### config.mk
export PLATFORM = sky130hd
export DESIGN_NAME = operand_stage
export DESIGN_NICKNAME = d
export VERILOG_FILES = /design/src/rtl/cpu_pkg.sv /design/src/rtl/reg_file.sv /design/src/rtl/operand_stage.sv
export SDC_FILE = /design/constraint.sdc
export NUM_CORES = 1
export LEC_CHECK = 0
export ABC_AREA = 0
export CAP_MARGIN = 15
export CORE_MARGIN = 4
export CORE_UTILIZATION = 60
export DETAILED_ROUTE_END_ITERATION = 10
export GPL_ROUTABILITY_DRIVEN = 0
export PLACE_DENSITY = 0.85
export SYNTH_ARGS = -nofsm -noshare
export SYNTH_HDL_FRONTEND = slang
export SYNTH_SLANG_ARGS = --single-unit
### constraint.sdc
create_clock -name clk -period 5.96 [get_ports clk]
set_input_delay 0.596 -clock clk [delete_from_list [all_inputs] [get_ports clk]]
set_output_delay 0.596 -clock clk [all_outputs]
set_load 0.005 [all_outputs]
### src/rtl/cpu_pkg.sv
// cpu_pkg: shared widths and ALU operation codes for the operand stage and ALU
package cpu_pkg;

    localparam int DATA_W   = 8;
    localparam int ADDR_W   = 3;
    localparam int NUM_REGS = 1 << ADDR_W;

    localparam logic [2:0] OP_FWD = 3'b000;
    localparam logic [2:0] OP_ADD = 3'b001;
    localparam logic [2:0] OP_AND = 3'b010;
    localparam logic [2:0] OP_OR  = 3'b011;

endpackage

### src/rtl/reg_file.sv
// reg_file: NUM_REGS x DATA_W register file, two combinational read ports, one write port
module reg_file #(
    parameter int DATA_W   = cpu_pkg::DATA_W,
    parameter int ADDR_W   = cpu_pkg::ADDR_W,
    parameter int NUM_REGS = cpu_pkg::NUM_REGS,
    parameter bit BYPASS   = 1'b1
) (
    input  logic              clk,
    input  logic              reset_n,
    input  logic              wb_en,
    input  logic [ADDR_W-1:0] wb_addr,
    input  logic [DATA_W-1:0] wb_data,
    input  logic [ADDR_W-1:0] rs1_addr,
    input  logic [ADDR_W-1:0] rs2_addr,
    output logic [DATA_W-1:0] rd1,
    output logic [DATA_W-1:0] rd2
);

    logic [DATA_W-1:0] regs [NUM_REGS];

    // clear on reset (write-back ignored that cycle), otherwise take the write-back
    always_ff @(posedge clk) begin
        if (!reset_n) begin
            for (int i = 0; i < NUM_REGS; i++) regs[i] <= '0;
        end else if (wb_en) begin
            regs[wb_addr] <= wb_data;
        end
    end

    // combinational reads, optionally forwarding a same-cycle write-back
    always_comb begin
        rd1 = (BYPASS && wb_en && wb_addr == rs1_addr) ? wb_data : regs[rs1_addr];
        rd2 = (BYPASS && wb_en && wb_addr == rs2_addr) ? wb_data : regs[rs2_addr];
    end

endmodule

### src/rtl/operand_stage.sv
// operand_stage: register file, operand select/negate and pipeline register feeding the ALU
module operand_stage #(
    parameter int DATA_W   = cpu_pkg::DATA_W,
    parameter int ADDR_W   = cpu_pkg::ADDR_W,
    parameter int NUM_REGS = cpu_pkg::NUM_REGS,
    parameter bit BYPASS   = 1'b1
) (
    input  logic              clk,
    input  logic              reset_n,
    input  logic              in_valid,
    output logic              in_ready,
    input  logic [ADDR_W-1:0] rs1_addr,
    input  logic [ADDR_W-1:0] rs2_addr,
    input  logic [DATA_W-1:0] imm,
    input  logic              imm_sel,
    input  logic              neg_sel,
    input  logic [2:0]        op_in,
    input  logic [ADDR_W-1:0] rd_in,
    input  logic              wen_in,
    input  logic              wb_en,
    input  logic [ADDR_W-1:0] wb_addr,
    input  logic [DATA_W-1:0] wb_data,
    output logic              out_valid,
    input  logic              out_ready,
    output logic [DATA_W-1:0] data1,
    output logic [DATA_W-1:0] data2,
    output logic [2:0]        operation,
    output logic [ADDR_W-1:0] rd_out,
    output logic              wen_out
);

    logic [DATA_W-1:0] r1, r2, b, d2;
    logic              accept;

    reg_file #(
        .DATA_W  (DATA_W),
        .ADDR_W  (ADDR_W),
        .NUM_REGS(NUM_REGS),
        .BYPASS  (BYPASS)
    ) u_rf (
        .clk     (clk),
        .reset_n (reset_n),
        .wb_en   (wb_en),
        .wb_addr (wb_addr),
        .wb_data (wb_data),
        .rs1_addr(rs1_addr),
        .rs2_addr(rs2_addr),
        .rd1     (r1),
        .rd2     (r2)
    );

    // operand 2 select and two's-complement negate (SUB is ADD of -b), plus handshake
    always_comb begin
        b        = imm_sel ? imm : r2;
        d2       = neg_sel ? (~b + 1'b1) : b;
        in_ready = !out_valid || out_ready;
        accept   = in_valid && in_ready;
    end

    // pipeline register: load on accept, drop valid when consumed with nothing new
    always_ff @(posedge clk) begin
        if (!reset_n) begin
            out_valid <= 1'b0;
            data1     <= '0;
            data2     <= '0;
            operation <= cpu_pkg::OP_FWD;
            rd_out    <= '0;
            wen_out   <= 1'b0;
        end else if (accept) begin
            out_valid <= 1'b1;
            data1     <= r1;
            data2     <= d2;
            operation <= op_in;
            rd_out    <= rd_in;
            wen_out   <= wen_in;
        end else if (out_ready) begin
            out_valid <= 1'b0;
        end
    end

endmodule

## Word level (Yosys, flattened, before mapping)

Memories as Yosys holds them, arrays and structs flattened. A register that Yosys moved wholly into a read port is not among the register bits.
Cells that the tools add are included.

- Bitwise logic cells: 1
- Equality and inequality tests: 1
- Reductions and logical operators: 7
- Muxes and demuxes: 12
- Add/sub/neg operators: 1

Operators with widths:

| operator | number |
|---|---|
| 2-to-1 mux 8 bit | 4 |
| adder 8 x 1 -> 8 bit (second input constant) | 1 |
| inverter 8 bit | 1 |
| OR reduction 8 bit | 1 |
| 2-to-1 mux 1 bit | 7 |
| == test 3 bit | 1 |
| 2-to-1 mux 3 bit | 1 |
| logical AND 1 bit | 2 |
| zero test 1 bit | 2 |
| nonzero test 2 bit | 1 |
| logical OR 1 bit | 1 |

- Bits in registers: 16
- Input port bits: 39
- Bits in writable memories: 64
- Memories: 1

Memory list:

| memory | words | bits a word | rd ports | clocked after Yosys merged registers in | wr ports | RTL line | RTL |
|---|---|---|---|---|---|---|---|
| u_rf.regs | 8 | 8 | 2 | 1 | 8 | reg_file.sv:19 | `logic [DATA_W-1:0] regs [NUM_REGS];` |

## Logic depth before layout (Yosys ltp)

Gate-level depths: netlist of the first run.

- Depth in word-level cells: 7
- Mapped depth: 12
- Mapped depth without buffers: 10

## Modules after synthesis

A second synthesis of the first run with hierarchy kept.

- Cell total of the unflattened synthesis: 383
- Area, all modules: 4981.0 um^2

Modules (own cells, without submodules):

| module | cells an instance | instances | area each (um^2) | seq. area each (um^2) |
|---|---|---|---|---|
| reg_file | 234 | 1 | 3753.6 | 1921.8 |
| operand_stage | 149 | 1 | 1227.4 | 480.5 |

## Worst setup path before layout of the first run

No wires, ideal clock.

- Path kind: in2reg
- Start point: input rs2_addr[0]
- End point: register data2[4]
- Path slack: 3.143 ns
- Path buffers: 2
- Cell stages on the path: 12
- Arrival time: 2.695 ns
- Setup time: 0.122 ns
- Cells stage by stage: buf_6 -> buf_12 -> xnor2_1 -> nand4_2 -> o31a_1 -> o21ai_0 -> inv_1 -> ha_1 -> o211ai_1 -> o21ai_0 -> and3b_1 -> a311o_1

- Word-level cells in the longest chain between the ends: 7
- Elaborated cells between the ends (all ways): 8

Ends and longest elaborated chain:

| what | RTL line | RTL |
|---|---|---|
| start: declaration | operand_stage.sv:13 | `input logic [ADDR_W-1:0] rs2_addr,` |
| parallel branches: the longest is 2 deep, another holds memory (8 x 8 bit) | - |  |
| 2-to-1 mux 8 bit (*) | reg_file.sv:33 | `rd2 = (BYPASS && wb_en && wb_addr == rs2_addr) ? wb_data : regs[rs2_addr];` |
| 2-to-1 mux 8 bit (*) | operand_stage.sv:54 | `b = imm_sel ? imm : r2;` |
| inverter 8 bit | operand_stage.sv:55 | `d2 = neg_sel ? (~b + 1'b1) : b;` |
| adder 8 x 1 -> 8 bit | operand_stage.sv:55 |  |
| 2-to-1 mux 8 bit (*) | operand_stage.sv:55 |  |
| end signal: assignment | operand_stage.sv:65 | `data2 <= '0;` |
| end signal: assignment | operand_stage.sv:72 | `data2 <= d2;` |
| end: declaration | operand_stage.sv:26 | `output logic [DATA_W-1:0] data2,` |

Every way passes the cells marked *.
A chain may end at the register's enable or synchronous reset.

## Worst setup path in the final report of the first run

- Start point: input rs2_addr[0]
- End point: register data2[6]

The elaborated chain is that of the path after synthesis.

==> impl_metrics.json, run 1 <==
{
  "insertion_delay_ns": 0.36,
  "cts_tree": "built",
  "clock.fmax_mhz": 263,
  "tns_ns": 0,
  "post_drt_wl_per_cell_um": 20.4,
  "status": "finished, final reports clean",
  "die_area_um2": 9650,
  "grt_pass1_vias": 3419,
  "crit_path_max_fanout": 19,
  "synth_common_cells": "edfxtp_1 (64), and2_1 (59), nand2_1 (46)",
  "cts_sinks": 88,
  "vias": 3448,
  "synth_largest_area_cell": "edfxtp_1",
  "cts_hold_buf": 0,
  "drc": 0,
  "fin_util": 0.727,
  "ys.flop_type": "edfxtp_1",
  "final_nets": 483,
  "synth_nets": 428,
  "syn2layout_area_growth_pct": 16.2,
  "fill_cells": 535,
  "netlist_area_um2": 4890,
  "first_iter_violations": 338,
  "dp_hpwl_um": 8220,
  "ys_seq_area_frac": 0.492,
  "port_buffers": 63,
  "htree_levels": 3,
  "tightest_slew_ns": 1.13,
  "hp-class": "register to register",
  "path_class": "input pin to register",
  "yosys_warnings": 0,
  "relSlewSlack": 0.244,
  "place_ws_ns": 1.85,
  "cts_root_buf": "clkbuf_8",
  "synth.top_cell.area_share": 0.393,
  "endpoint_kind": "register",
  "grt_start_max_net_pins": 38,
  "clk_pin_slew_ns": 0.10,
  "antenna_found_initial": 0,
  "row_count": 32,
  "grt_pass1_wl_um": 18200,
  "start_util": 0.626,
  "drv_slew": 0,
  "seqCellArea_um2": 2400,
  "cts_made_buffers": 9,
  "postSynthAreaPerCell_um2": 12.6,
  "cts.repair.resized": 0,
  "drt-pass1-iter-count": 5,
  "cts.path.max_buffers": 2,
  "finalCritPeriodShare": 0.638,
  "vdd_drop_max_mv": 0.163,
  "worst_slack_ns": 2.16,
  "arrival_ns": 4.10,
  "drtAntennaViolNets": 0,
  "ys_seq_elements": 88,
  "track_usage": 0.240,
  "required_ns": 6.25,
  "fin_skew_ns": 0.00945,
  "die_x_um": 98.3,
  "wirelength_um": 11200,
  "post_cts_buffers": 0,
  "rsz0062_at_grt": "no",
  "maxCapViolCount": 0,
  "drive_above_1_share": 0.125,
  "setup_viol": 0,
  "synth_most_common_cell": "edfxtp_1",
  "syn-instance-count": 388,
  "core_um2": 7810,
  "async_reset_ff_frac": 0,
  "p_per_area_nw_per_um2": 238,
  "multiInputGateArea_um2": 2260,
  "synth_cell_type_count": 45,
  "via_per_inst": 6.27,
  "grt-ovfl-total": 0,
  "diodes": 0,
  "start_kind": "input pin",
  "die_y_um": 98.3,
  "synth_edf_count": 64,
  "io_pins": 64,
  "timing.final.crit_period_ns": 3.80,
  "synth_area_leaders": "edfxtp_1 (39%), dfxtp_1 (9.8%), mux4_2 (7.8%)",
  "finalHoldViolCount": 0,
  "power.leakage_nw": 2.07
}
-- power by group --
| part | leakage (nW) | switching (mW) | internal, mW |
|---|---|---|---|
| clock | 0.0863 | 0.237 | 0.160 |
| combinational | 1.17 | 0.111 | 0.124 |
| sequential | 0.811 | 0.0230 | 0.697 |
| total | 2.07 | 0.371 | 0.981 |
-- worst max-delay path, cell delays in order --
cell and delay [ns]:
clkdlybuf4s50_1 1.22, mux4_1 0.67, mux2_2 0.27, mux2i_1 0.14
o21ai_1 0.12, inv_1 0.09, ha_1 0.16, o211ai_1 0.11
o41ai_1 0.45, nand4_1 0.15, o211ai_1 0.12
-- final cells by class --
cell class                      count  share of cell area
Clock buffer                        9              0.0218
Tap cell                          102              0.0225
Clock inverter                      7              0.0110
Sequential cell                    88               0.423
Timing Repair Buffer               71               0.121
Inverter                            4             0.00264
Multi-Input combinational cell    269               0.398
-- registers in the layout, summed over array words and instances (netlist names) --
| name | cells |
|---|---|
| data1 | 8 |
| u_rf.regs | 64 |
| operation | 3 |
| out_valid | 1 |
| data2 | 8 |
| wen_out | 1 |
| rd_out | 3 |
-- layer usage --
layer  global-route usage  wire length, µm  vias to the layer above  part of all wire
li1                     -                -                     1570                 -
met1                0.317             4510                     1683              0.40
met2                0.403             5560                      175              0.50
met3               0.0500              937                       20             0.084
met4               0.0725              201                        0             0.018
met5                    0                0                        -                 0
-- cells in the final DEF (no fill, tap or decap), types with 4 or more instances in the layout --
master and n:
nor2_1 8, clkdlybuf4s50_1 63, dfxtp_1 24, nand2b_1 6, o21ai_0 15, mux2i_1 20, nor3_1 9, nand3_1 5
mux2_2 7, a21boi_0 17, o211ai_1 10, nand2_1 46, mux4_1 13, mux4_2 17, o21ai_1 4, clkbuf_8 9
and2_1 59, xnor2_1 5, buf_4 6, edfxtp_1 64
-- path summary, 6_finish.rpt --
| check | slack (ns) | from | end | cells past startpoint |
|---|---|---|---|---|
| hold reg to reg | 0.47 | rd_out[0] | rd_out[0] | 2 |
| setup / recovery | 2.16 | rs2_addr[0] | data2[6] | 11 |
| setup reg to reg | 3.32 | u_rf.regs[1][1] | data2[6] | 10 |
| hold / removal | 0.47 | rd_out[0] | rd_out[0] | 2 |
-- metrics by stage --
step	total power [mW]	instances	area (µm²)	hold slack, ns
2_1_floorplan	0.873	388	4890	0.460
3_3_place_gp	0.955	532	5480	0.449
3_5_place_dp	0.966	532	5480	0.456
4_1_cts	1.35	548	5670	0.470
5_1_grt	1.41	550	5680	0.492
6_report	1.35	550	5680	0.467
-- logic make-up after synthesis --
| family | after synthesis | share of synthesized area |
|---|---|---|
| buffers and inverters | 31 | 0.0461 |
| adders and majority gates | 1 | 0.00256 |
| xor gates and xnor gates | 8 | 0.0143 |
| muxes | 57 | 0.205 |
| and+or+nand+nor | 145 | 0.157 |
| DFF | 88 | 0.492 |
| AOI/OAI and AO/OA | 58 | 0.0832 |
Power figures use the tool's default switching activity.
==> inputs of run 2 (changes only) <==
--- a/config.mk
+++ b/config.mk
@@ -8,10 +8,10 @@
 export ABC_AREA = 0
 export CAP_MARGIN = 15
 export CORE_MARGIN = 4
-export CORE_UTILIZATION = 60
+export CORE_UTILIZATION = 50
 export DETAILED_ROUTE_END_ITERATION = 10
 export GPL_ROUTABILITY_DRIVEN = 0
-export PLACE_DENSITY = 0.85
+export PLACE_DENSITY = 0.75
 export SYNTH_ARGS = -nofsm -noshare
 export SYNTH_HDL_FRONTEND = slang
 export SYNTH_SLANG_ARGS = --single-unit
==> constraint.sdc (replaced) <==
create_clock -name clk -period 3.1 [get_ports clk]
set_input_delay 0.31 -clock clk [delete_from_list [all_inputs] [get_ports clk]]
set_output_delay 0.31 -clock clk [all_outputs]
set_load 0.005 [all_outputs]
==> impl_metrics.json, run 2 (same netlist as run 1, synthesis figures left out) <==
{
  "status": "finished, final reports clean",
  "grt_start_max_net_pins": 36,
  "grt_pass1_vias": 3415,
  "drt-pass1-iter-count": 5,
  "layout_common_cells": "edfxtp_1 (64), clkdlybuf4s50_1 (63), and2_1 (59)",
  "io_pins": 64,
  "dp_hpwl_um": 8940,
  "endpoint_kind": "register",
  "start_util": 0.521,
  "final_nets": 510,
  "cts_root_buf": "clkbuf_8",
  "cts.path.max_buffers": 2,
  "grt-ovfl-total": 0,
  "tightest_slew_ns": 0.686,
  "die_x_um": 107,
  "cts_hold_buf": 0,
  "cp_slowest_stage_delay_ns": 0.62,
  "htree_levels": 3,
  "relSlewSlack": 0.541,
  "cp_cell_sequence": "clkdlybuf4s50_1, mux4_1, mux2_2, mux2i_1, o21ai_1, inv_1, ha_1, o211ai_1, o41ai_1, nand4_1, o211ai_1",
  "drv_slew": 0,
  "largest_register_ffs": 64,
  "hp-class": "register to register",
  "crit_path_top_delay_cell": "clkdlybuf4s50_1",
  "drive_above_1_share": 0.173,
  "timing.final.crit_period_ns": 2.80,
  "setup_viol": 0,
  "vias": 3441,
  "mostFrequentLayoutCell": "edfxtp_1",
  "row_count": 35,
  "clock.fmax_mhz": 357,
  "vdd_drop_max_mv": 0.204,
  "syn2layout_area_growth_pct": 21.0,
  "required_ns": 3.39,
  "cpLargestDelayFamily": "multiplexers",
  "core_um2": 9370,
  "p_total_mw": 2.63,
  "dp_cells": 588,
  "wirelength_um": 11500,
  "first_iter_violations": 295,
  "finalHoldViolCount": 0,
  "insertion_delay_ns": 0.36,
  "crit_top_cell": "o211ai_1",
  "grt_pass1_wl_um": 18200,
  "reg.largest.list": "u_rf.regs: 64 flops, data1: 8 flops, data2: 8 flops",
  "arrival_ns": 3.10,
  "rsz0062_at_grt": "no",
  "worst_slack_ns": 0.297,
  "finalHoldWorstSlack_ns": 0.466,
  "maxCapViolCount": 0,
  "track_usage": 0.206,
  "diodes": 0,
  "layout.cells.non_filler": 604,
  "finalCritPeriodShare": 0.904,
  "crit_buf_inv": 2,
  "cts.repair.resized": 0,
  "p_per_area_nw_per_um2": 445,
  "post_cts_buffers": 0,
  "port_buffers": 63,
  "die_area_um2": 11400,
  "fill_cells": 791,
  "antenna_found_initial": 0,
  "path_class": "input pin to register",
  "post_drt_wl_per_cell_um": 19.1,
  "fin_skew_ns": 0.00778,
  "power.leakage_nw": 2.21,
  "cts_sinks": 88,
  "drc": 0,
  "via_per_inst": 5.70,
  "cts_made_buffers": 9,
  "start_kind": "input pin",
  "cts_tree": "built",
  "die_y_um": 107,
  "place_ws_ns": -0.0730,
  "largest_register": "u_rf.regs",
  "crit_path_max_fanout": 5,
  "clk_pin_slew_ns": 0.10,
  "drtAntennaViolNets": 0
}
run 2: cell types whose count changed in the layout (fill, tap and decap cells not counted), sizes merged:
| cell | previous run | this run |
|---|---|---|
| buf | 7 | 35 |
| clkbuf | 10 | 9 |
| clkinv | 1 | 2 |
| clkinvlp | 3 | 1 |
| inv | 7 | 8 |
run 2: metal layers:
layer	vias up	share of wire	GRT usage
met3	11	0.073	0.0355
met2	157	0.49	0.353
met1	1657	0.43	0.271
met4	0	0.011	0.0584
met5	-	0	0
li1	1616	-	-
run 2: final cells by class:
type | count | area, µm² | area share
Clock buffer | 9 | 124 | 0.0209
Clock inverter | 7 | 60.1 | 0.0102
Inverter | 4 | 15.0 | 0.00254
Multi-Input combinational cell | 269 | 2260 | 0.382
Sequential cell | 88 | 2400 | 0.406
Tap cell | 129 | 161 | 0.0273
Timing Repair Buffer | 98 | 893 | 0.151
run 2: where the power goes:
part           leakage (nW)  switching (mW)  total, mW  internal, mW
clock network        0.0921           0.461      0.770         0.309
registers             0.811          0.0465       1.39          1.34
logic                  1.31           0.214      0.474         0.259
total                  2.21           0.722       2.63          1.91
run 2: final timing paths:
check	from	depth (start not counted)	to	slack, ns
min reg2reg	wen_out	2	wen_out	0.47
max	rs2_addr[0]	11	data2[6]	0.30
max reg2reg	u_rf.regs[6][1]	10	data2[6]	0.53
min	wen_out	2	wen_out	0.47
run 2: metrics by stage:
step           TNS, ns  area (µm²)   util
2_1_floorplan        0        4890      -
3_3_place_gp         0        5730  0.612
3_5_place_dp   -0.0887        5730  0.612
4_1_cts              0        5920  0.631
5_1_grt              0        5920  0.631
6_report             0        5920  0.631
run 2: worst min-delay path: stages, from the launching register on:
cell      delay [ns]
dfxtp_1         0.32
nand2_1         0.04
a21boi_0        0.06
